$ cat config.mk
export PLATFORM = sky130hd
export DESIGN_NAME = writeback_scoreboard
export DESIGN_NICKNAME = d
export VERILOG_FILES = /design/src/rtl/writeback_scoreboard.sv
export SDC_FILE = /design/constraint.sdc
export NUM_CORES = 1
export LEC_CHECK = 0
export BUFFER_PORTS_ARGS = -buffer_cell sky130_fd_sc_hd__buf_2
export CORE_ASPECT_RATIO = 0.6
export CORE_MARGIN = 5
export CORE_UTILIZATION = 45
export DETAILED_ROUTE_END_ITERATION = 16
export GPL_TIMING_DRIVEN = 0
export PLACE_DENSITY = 0.73
export SLEW_MARGIN = 10
export SYNTH_ARGS = -nofsm -noshare
export SYNTH_HDL_FRONTEND = slang
export SYNTH_SLANG_ARGS = --single-unit
$ cat constraint.sdc
create_clock -name clock -period 1.4 [get_ports clock]
set_clock_uncertainty 0.15 [all_clocks]
set_input_delay 0.35 -clock clock [delete_from_list [all_inputs] [get_ports clock]]
set_output_delay 0.35 -clock clock [all_outputs]
set_load 0.005 [all_outputs]
$ cat src/rtl/writeback_scoreboard.sv
// Tracks in-flight register writes for two execution units of different latency
// and arbitrates the single write-back port, unit 1 having fixed priority.
module writeback_scoreboard #(
  parameter int unsigned LAT1  = 1,
  parameter int unsigned LAT2  = 4,
  parameter int unsigned CNT_W = 3
) (
  input  logic       clock,
  input  logic       reset,
  input  logic       issue_valid,
  input  logic       issue_unit,
  input  logic [4:0] issue_row,
  output logic       issue_ready,
  input  logic       stalled,
  output logic       ass1_pending,
  output logic [4:0] ass1_row,
  output logic       ass2_pending,
  output logic [4:0] ass2_row,
  output logic       wb_valid,
  output logic [4:0] wb_row,
  output logic       wb_unit
);

  localparam int unsigned ROW_W = 5;
  localparam int unsigned NUNIT = 2;
  localparam logic [CNT_W-1:0] LAT1_M1 = CNT_W'(LAT1 - 1);
  localparam logic [CNT_W-1:0] LAT2_M1 = CNT_W'(LAT2 - 1);

  typedef enum logic [1:0] {
    IDLE = 2'd0,
    BUSY = 2'd1,
    DONE = 2'd2
  } unit_state_e;

  unit_state_e            state_q [NUNIT];
  unit_state_e            state_d [NUNIT];
  logic [CNT_W-1:0]       cnt_q   [NUNIT];
  logic [CNT_W-1:0]       cnt_d   [NUNIT];
  logic [ROW_W-1:0]       row_q   [NUNIT];
  logic [ROW_W-1:0]       row_d   [NUNIT];
  logic [NUNIT-1:0]       grant;
  logic                   accept;

  // State register: reset drops any in-flight op without write-back.
  always_ff @(posedge clock) begin
    if (!reset) begin
      for (int u = 0; u < NUNIT; u++) begin
        state_q[u] <= IDLE;
        cnt_q[u]   <= '0;
        row_q[u]   <= '0;
      end
    end else begin
      for (int u = 0; u < NUNIT; u++) begin
        state_q[u] <= state_d[u];
        cnt_q[u]   <= cnt_d[u];
        row_q[u]   <= row_d[u];
      end
    end
  end

  // Next-state logic for both units plus the write-back arbiter.
  always_comb begin
    for (int u = 0; u < NUNIT; u++) begin
      state_d[u] = state_q[u];
      cnt_d[u]   = cnt_q[u];
      row_d[u]   = row_q[u];
    end
    grant[0] = (state_q[0] == DONE);
    grant[1] = (state_q[1] == DONE) && !grant[0];

    issue_ready = !stalled && (state_q[issue_unit] == IDLE);
    accept      = issue_valid && issue_ready;

    for (int u = 0; u < NUNIT; u++) begin
      unique case (state_q[u])
        IDLE: begin
          if (accept && (issue_unit == 1'(u))) begin
            state_d[u] = BUSY;
            row_d[u]   = issue_row;
            cnt_d[u]   = (u == 0) ? LAT1_M1 : LAT2_M1;
          end
        end
        BUSY: begin
          if (cnt_q[u] == '0) begin
            state_d[u] = DONE;
          end else begin
            cnt_d[u] = cnt_q[u] - CNT_W'(1);
          end
        end
        DONE: begin
          if (grant[u]) begin
            state_d[u] = IDLE;
          end
        end
        default: state_d[u] = IDLE;
      endcase
    end

    ass1_pending = (state_q[0] != IDLE);
    ass2_pending = (state_q[1] != IDLE);
    ass1_row     = ass1_pending ? row_q[0] : '0;
    ass2_row     = ass2_pending ? row_q[1] : '0;

    wb_valid = grant[0] || grant[1];
    wb_unit  = grant[1];
    wb_row   = grant[0] ? row_q[0] : (grant[1] ? row_q[1] : '0);
  end

endmodule

# Word level (Yosys, flattened, before mapping)
# Memory sizes are Yosys's and may differ from the RTL's.
# Index checks and enable logic that the tools add are counted.
# classes
addsub,2
eq_ne,4
muxes,29
bitwise,7
reduce_logical,15
# op_table
cell,n
$mux 5,10
$mux 3,6
$mux 2,7
$pmux 3 s2,2
$logic_not 2->1,3
$logic_not 3->1,2
$or 1x1->1,6
$pmux 2 s3,1
$sub 3x1->3 const B,2
$logic_and 1x1->1,5
$eq 2x1->1 const B,2
$eq 2x2->1 const B,2
$pmux 2 s2,1
$reduce_bool 2->1,2
$logic_not 1->1,2
$mux 1,2
$logic_or 1x1->1,1
$not 1->1,1
# word_totals
register_bits,0
ram_bits,20
inputBits,10
out_inout_bits,20
wordCells,60
memories,3
# mem_list
name,depth,word_bits,rd,rd_clocked_by_memory_dff,wr,line_no,text
row_q,2,5,2,0,2,39,logic [ROW_W-1:0] row_q [NUNIT];
cnt_q,2,3,2,0,2,37,logic [CNT_W-1:0] cnt_q [NUNIT];
state_q,2,2,3,0,2,35,unit_state_e state_q [NUNIT];

# Longest topological paths before layout
# Gate-level depths: netlist of the first run.
# An unclocked memory read counts as a cell.
# depth
depth_word,8
mapped_depth,5

# Least setup slack after synthesis of the first run
# OpenSTA, ideal clock, no wires.
# synth_path
path_type,register to register
start,memory cnt_q[0][0]
end,memory cnt_q[0][1]
setup_ns,0.096
t_arrival_ns,1.214
required_ns,1.154
setup_slack_ns,-0.059
stages_incl_launch_ff,5
n_path_buf,0
synth_period_minus_slack_ns,1.459
path_cell_list,dfxtp_1 inv_1 ha_1 or4_1 o41ai_2
# synth_rtl
item,line_no
from (decl),37

==> results of run 1 <==
==> what timing repair did <==
action                     4_1_cts  5_1_grt
resized for setup               22       20
setup endpoints to repair       29       32
cloned                           0        1
buffers inserted                10        5
pin swaps                       10        6
==> critical path, stage by stage (launching register included) <==
cell and delay (ps):
dfxtp_4 350, and2b_4 310, nor2_4 70, a22o_1 200
buf_2 130
==> where the power goes <==
part / leakage (µW) / internal, µW / switching [µW]
combinational: 0.000563 / 95.6 / 95.7
sequential: 0.000167 / 583 / 15.1
clock: 0.0000357 / 382 / 196
total: 0.000765 / 1060 / 306
==> synth_stat cells, types with 2 or more instances <==
cell      number
nand3b_1       2
ha_1           4
nor2_4         2
nor2b_1       11
and2b_1        4
nand2b_1       4
dfxtp_1       20
mux2i_1       10
nand2_1       18
inv_1          6
clkbuf_1       2
nor2_1         4
or4_1          2
nand3_1        2
a22o_1         5
==> worst paths after layout <==
check                                    from           to
worst max-delay path            state_q[0][0]    wb_row[2]
worst max register to register  state_q[0][1]  row_q[0][4]
worst min register to register    row_q[0][9]  row_q[0][9]
worst min-delay path             issue_row[4]  row_q[0][9]
==> kinds of logic (layout without fill, tap and decap cells) <==
logic type,count (synthesis),after routing,synth area share
AOI/OAI and AO/OA,16,16,0.133
DFF,20,20,0.377
and+or+nand+nor,57,57,0.305
adders and majority gates,4,4,0.0472
buffers and inverters,10,59,0.0424
muxes,10,10,0.0943
==> sequential cells by signal, summed over array words and instances, names as in the netlist <==
register,flops
row_q,10
state_q,4
cnt_q,6
==> layer usage <==
metal  wire [µm]  vias up  GRT usage
met1        1340      485      0.195
met2        1570       31      0.342
met3         145        2     0.0398
met5           0        -          0
met4          28        0     0.0625
li1            -      509          -
==> area by class of cell <==
cell class / instances / area (µm²) / area share
Multi-Input combinational cell: 87 / 719 / 0.452
Timing Repair Buffer: 45 / 300 / 0.189
Clock buffer: 3 / 41.3 / 0.0259
Inverter: 7 / 28.8 / 0.0181
Clock inverter: 1 / 30.0 / 0.0189
Buffer: 3 / 18.8 / 0.0118
Tap cell: 30 / 37.5 / 0.0236
Sequential cell: 20 / 417 / 0.262
==> per-stage QoR <==
step	total power, µW	utilization	cells	cell area (µm²)
2_1_floorplan	691	-	117	1060
3_3_place_gp	734	0.564	176	1250
3_5_place_dp	741	0.564	176	1250
4_1_cts	1350	0.666	190	1470
5_1_grt	1420	0.720	196	1590
6_report	1370	0.720	196	1590
==> flow_summary.yaml, run 1 <==
status:
  violations: "setup timing"
  outcome: "finished with violations"
synth:
  ys_ff_latch: 20
  syn_inst: 117
  syn-num-nets: 131
  yosys.area.top_type: "dfxtp_1"
  async_reset_ff_frac: 0
  ys_seq_area_frac: 0.377
  synth_edf_count: 0
  ys_warn_count: 0
  synth.top_cell.area_share: 0.377
  synth_area_mm2: 0.00106
  syn_area_per_cell_um2: 9.07
  ys.flop_type: "dfxtp_1"
  yosysUniqueCellTypes: 36
  synth_area_leaders: "dfxtp_1 (38%), mux2i_1 (9.4%), nor2b_1 (6.5%), nand2_1 (6.4%), ha_1 (4.7%)"
setup_path:
  critPathLaunchType: "register"
  critPathMaxFanout: 6
  crit_path_end_kind: "primary output"
  setup.worst_path.class: "register to primary output"
  regToRegSetupSlack_ps: -100
  critPathRequiredTime_ps: 900
  crit_arrival_ps: 1310
  reg2regPathDepth: 5
global_routing:
  grt_first_pass_wirelength_um: 4550
  grt_usage: 0.176
  grt_start_max_net_pins: 13
  antenna_found_initial: 0
  grt_overflow: 0
  grt_pass1_vias: 1023
floorplanning:
  die_h_um: 47.6
  fp-row-count: 13
  ios: 30
  start_util: 0.480
  die_area_mm2: 0.00346
  dieWidth_um: 72.7
  core_mm2: 0.00221
sta:
  max-slew-margin-rel: 0.665
  post-route-period-util: 1.29
  setup-violations-final: 27
  min_period_ps: 1810
  hold_ws_ps: 209
  setup_slack_ps: -411
  hold_viol: 0
  clock.fmax_mhz: 552
  setup_tns_ps: -6650
  slew_viol_final: 0
  rsz0062_at_grt: "true"
  worst_slew_pin_slew_ps: 503
worst_hold_path:
  worstHoldPathCells: 3
  hp-class: "input port to register"
routing:
  drt_iter0_drc: 66
  post_drt_wl_per_cell_um: 15.8
  remaining_drc_errors: 0
  routed_wl_um: 3090
  first_pass_iters: 4
  ant_nets: 0
  vias_per_cell: 5.24
  num_vias: 1027
clocking:
  insertion_delay_ps: 260
  cts_made_buffers: 3
  htree_levels: 1
  cts_sinks: 20
  cts_hold_buf: 0
  cts_buffer_depth: 2
  cts_tree: "done"
  cts.clk_slew.worst_paths_ps: 80
  clockRootBuffer: "clkbuf_8"
placed_design:
  dp_slack_ps: -170
  port_buffers: 29
  routabilityCongestion: 0.801
  hpwl_um: 2090
run:
  maxCapViolations: 0
finish:
  drive_gt1_frac: 0.506
  syn_to_final_growth_pct: 50.1
  layout_common_cells: "buf_2 (29), nand2_1 (18), dfxtp_1 (13), mux2i_1 (10)"
  nNetsFinal: 181
  final_common_cell: "buf_2"
  fillerInstances: 172
  diodes: 0
pwr:
  peakVddDrop_uv: 900
  power_leakage_uw: 0.000765
  powerDensity_mw_per_mm2: 858
Power figures use the tool's default switching activity.
==> run 2, diff against run 1 <==
- CORE_ASPECT_RATIO: 0.6 -> default
- CORE_UTILIZATION: 45 -> 50
- PLACE_DENSITY: 0.73 -> 0.77
- clock period: 1.4 -> 2.2 ns (I/O delays scaled with it)
==> flow_summary.yaml, run 2 (same netlist as run 1, synthesis figures left out) <==
routing:
  remaining_drc_errors: 0
  routed_wl_um: 2490
  first_pass_iters: 4
  drt_iter0_drc: 14
  vias_per_cell: 5.41
  post_drt_wl_per_cell_um: 14.1
  num_vias: 957
  ant_nets: 0
worst_hold_path:
  hp-class: "register to register"
  min_from: "row_q[0][4]"
  worstHoldEndpoint: "row_q[0][4]"
  worstHoldPathCells: 2
sta:
  rsz0062_at_grt: "false"
  setup-violations-final: 0
  min_period_ps: 2070
  worst_slew_pin_slew_ps: 497
  setup_tns_ps: 0
  max-slew-margin-rel: 0.669
  setup_slack_ps: 133
  post-route-period-util: 0.940
  slew_viol_final: 0
  clock.fmax_mhz: 484
  hold_viol: 0
global_routing:
  grt_usage: 0.171
  grt_overflow: 0
  grt_first_pass_wirelength_um: 4330
  grt_start_max_net_pins: 12
  grt_pass1_vias: 982
  antenna_found_initial: 0
pwr:
  combinationalPowerShare: 0.120
  p_total_uw: 674
  switching_share: 0.246
  power_leakage_uw: 0.000624
  p_sw_uw: 166
  peakVddDrop_uv: 332
  p_int_uw: 509
  seqPwrFrac: 0.565
  clkPwrFrac: 0.315
  powerDensity_mw_per_mm2: 525
setup_path:
  crit_path_end_kind: "primary output"
  setup.worst_path.class: "register to primary output"
  r2r-start: "cnt_q[0][0]"
  critPathLaunchType: "register"
  crit_arrival_ps: 1370
  reg2regPathDepth: 4
  r2r-end: "cnt_q[0][1]"
  critPathMaxFanout: 6
  regToRegSetupSlack_ps: 660
  critPathRequiredTime_ps: 1500
finish:
  multi_input_area_um2: 618
  largest_reg_flops: 10
  fillerInstances: 189
  final_common_cell: "buf_2"
  nNetsFinal: 165
  final_area_mm2: 0.00128
  reg_top3: "row_q x10, cnt_q x6, state_q x4"
  regMostFlops: "row_q"
  register_area_um2: 405
  layout_common_cells: "buf_2 (29), nand2_1 (18), dfxtp_1 (18), nor2b_1 (11), mux2i_1 (10)"
  diodes: 0
  syn_to_final_growth_pct: 21.0
  drive_gt1_frac: 0.293
run:
  maxCapViolations: 0
clocking:
  cts_buffer_depth: 2
  cts_made_buffers: 3
  cts_hold_buf: 0
  insertion_delay_ps: 300
  cts.clk_slew.worst_paths_ps: 110
  cts_sinks: 20
  htree_levels: 1
  cts_tree: "done"
  clockRootBuffer: "clkbuf_4"
placed_design:
  dp_slack_ps: 335
  port_buffers: 29
  routabilityCongestion: 0.816
  dpl_cell_area_mm2: 0.00124
  hpwl_um: 1840
floorplanning:
  start_util: 0.530
  die_area_mm2: 0.00314
  die_h_um: 56.1
  dieWidth_um: 56.1
  fp-row-count: 16
  core_mm2: 0.00200
  ios: 30
status:
  outcome: "completed"
## run 2: cell count changes in the layout (fill, tap and decap cells not counted), moves of 3 or more
cell      change
clkbuf_4      +3
inv_1         +5
inv_2         -4
dfxtp_1       +5
buf_6         -6
dfxtp_2       -3
buf_4         -9
## run 2: what timing repair did
item | in CTS | in global routing
pin swaps | 0 | 1
endpoints found under the setup margin | 5 | 5
resized for setup | 1 | 4
setup buffers | 0 | 0
endpoints found under the hold margin | 0 | 0
## run 2: cell type report
type / count / share of cell area
Multi-Input combinational cell: 87 / 0.481
Sequential cell: 20 / 0.316
Timing Repair Buffer: 29 / 0.113
Clock buffer: 4 / 0.0283
Tap cell: 27 / 0.0263
Inverter: 7 / 0.0205
Buffer: 3 / 0.0146
## run 2: metrics by stage
| stage | util | instances | hold WS (ps) |
|---|---|---|---|
| after floorplan | - | 117 | 293 |
| after global placement | 0.619 | 173 | 305 |
| after detailed placement | 0.619 | 173 | 315 |
| after CTS | 0.638 | 177 | 330 |
| after global routing | 0.641 | 177 | 348 |
| final | 0.641 | 177 | 330 |
## run 2: worst max-delay path by stage
stage	from	end	slack [ps]	cells past startpoint
2_1_floorplan	state_q[0][0]	wb_row[0]	540	3
3_3_place_gp	state_q[0][0]	wb_row[2]	330	4
3_5_place_dp	state_q[0][0]	wb_row[0]	340	4
4_1_cts	state_q[0][1]	wb_row[0]	30	4
5_1_grt	state_q[1][0]	wb_row[2]	10	4
6_report	state_q[1][0]	wb_row[0]	130	4
## run 2: power by group through the flow
stage	combinational (µW)	sequential [µW]	clock (µW)
CTS	80.6	382	217
detailed placement	79.6	390	0
finish	80.6	381	213
global route	89.7	383	236
global placement	77.9	390	0
floorplan	52.0	388	0
## run 2: worst max-delay path, stage by stage, from the launching register on
cell and delay [ps]:
dfxtp_1 360, nand2b_1 240, nor2_4 210, a22o_1 150
buf_2 110
## run 2: layer usage
layer	vias to the layer above	global-route usage	part of all wire
li1	473	-	-
met1	446	0.209	0.46
met2	32	0.274	0.46
met3	6	0.0418	0.062
met4	0	0.0881	0.013
met5	-	0	0
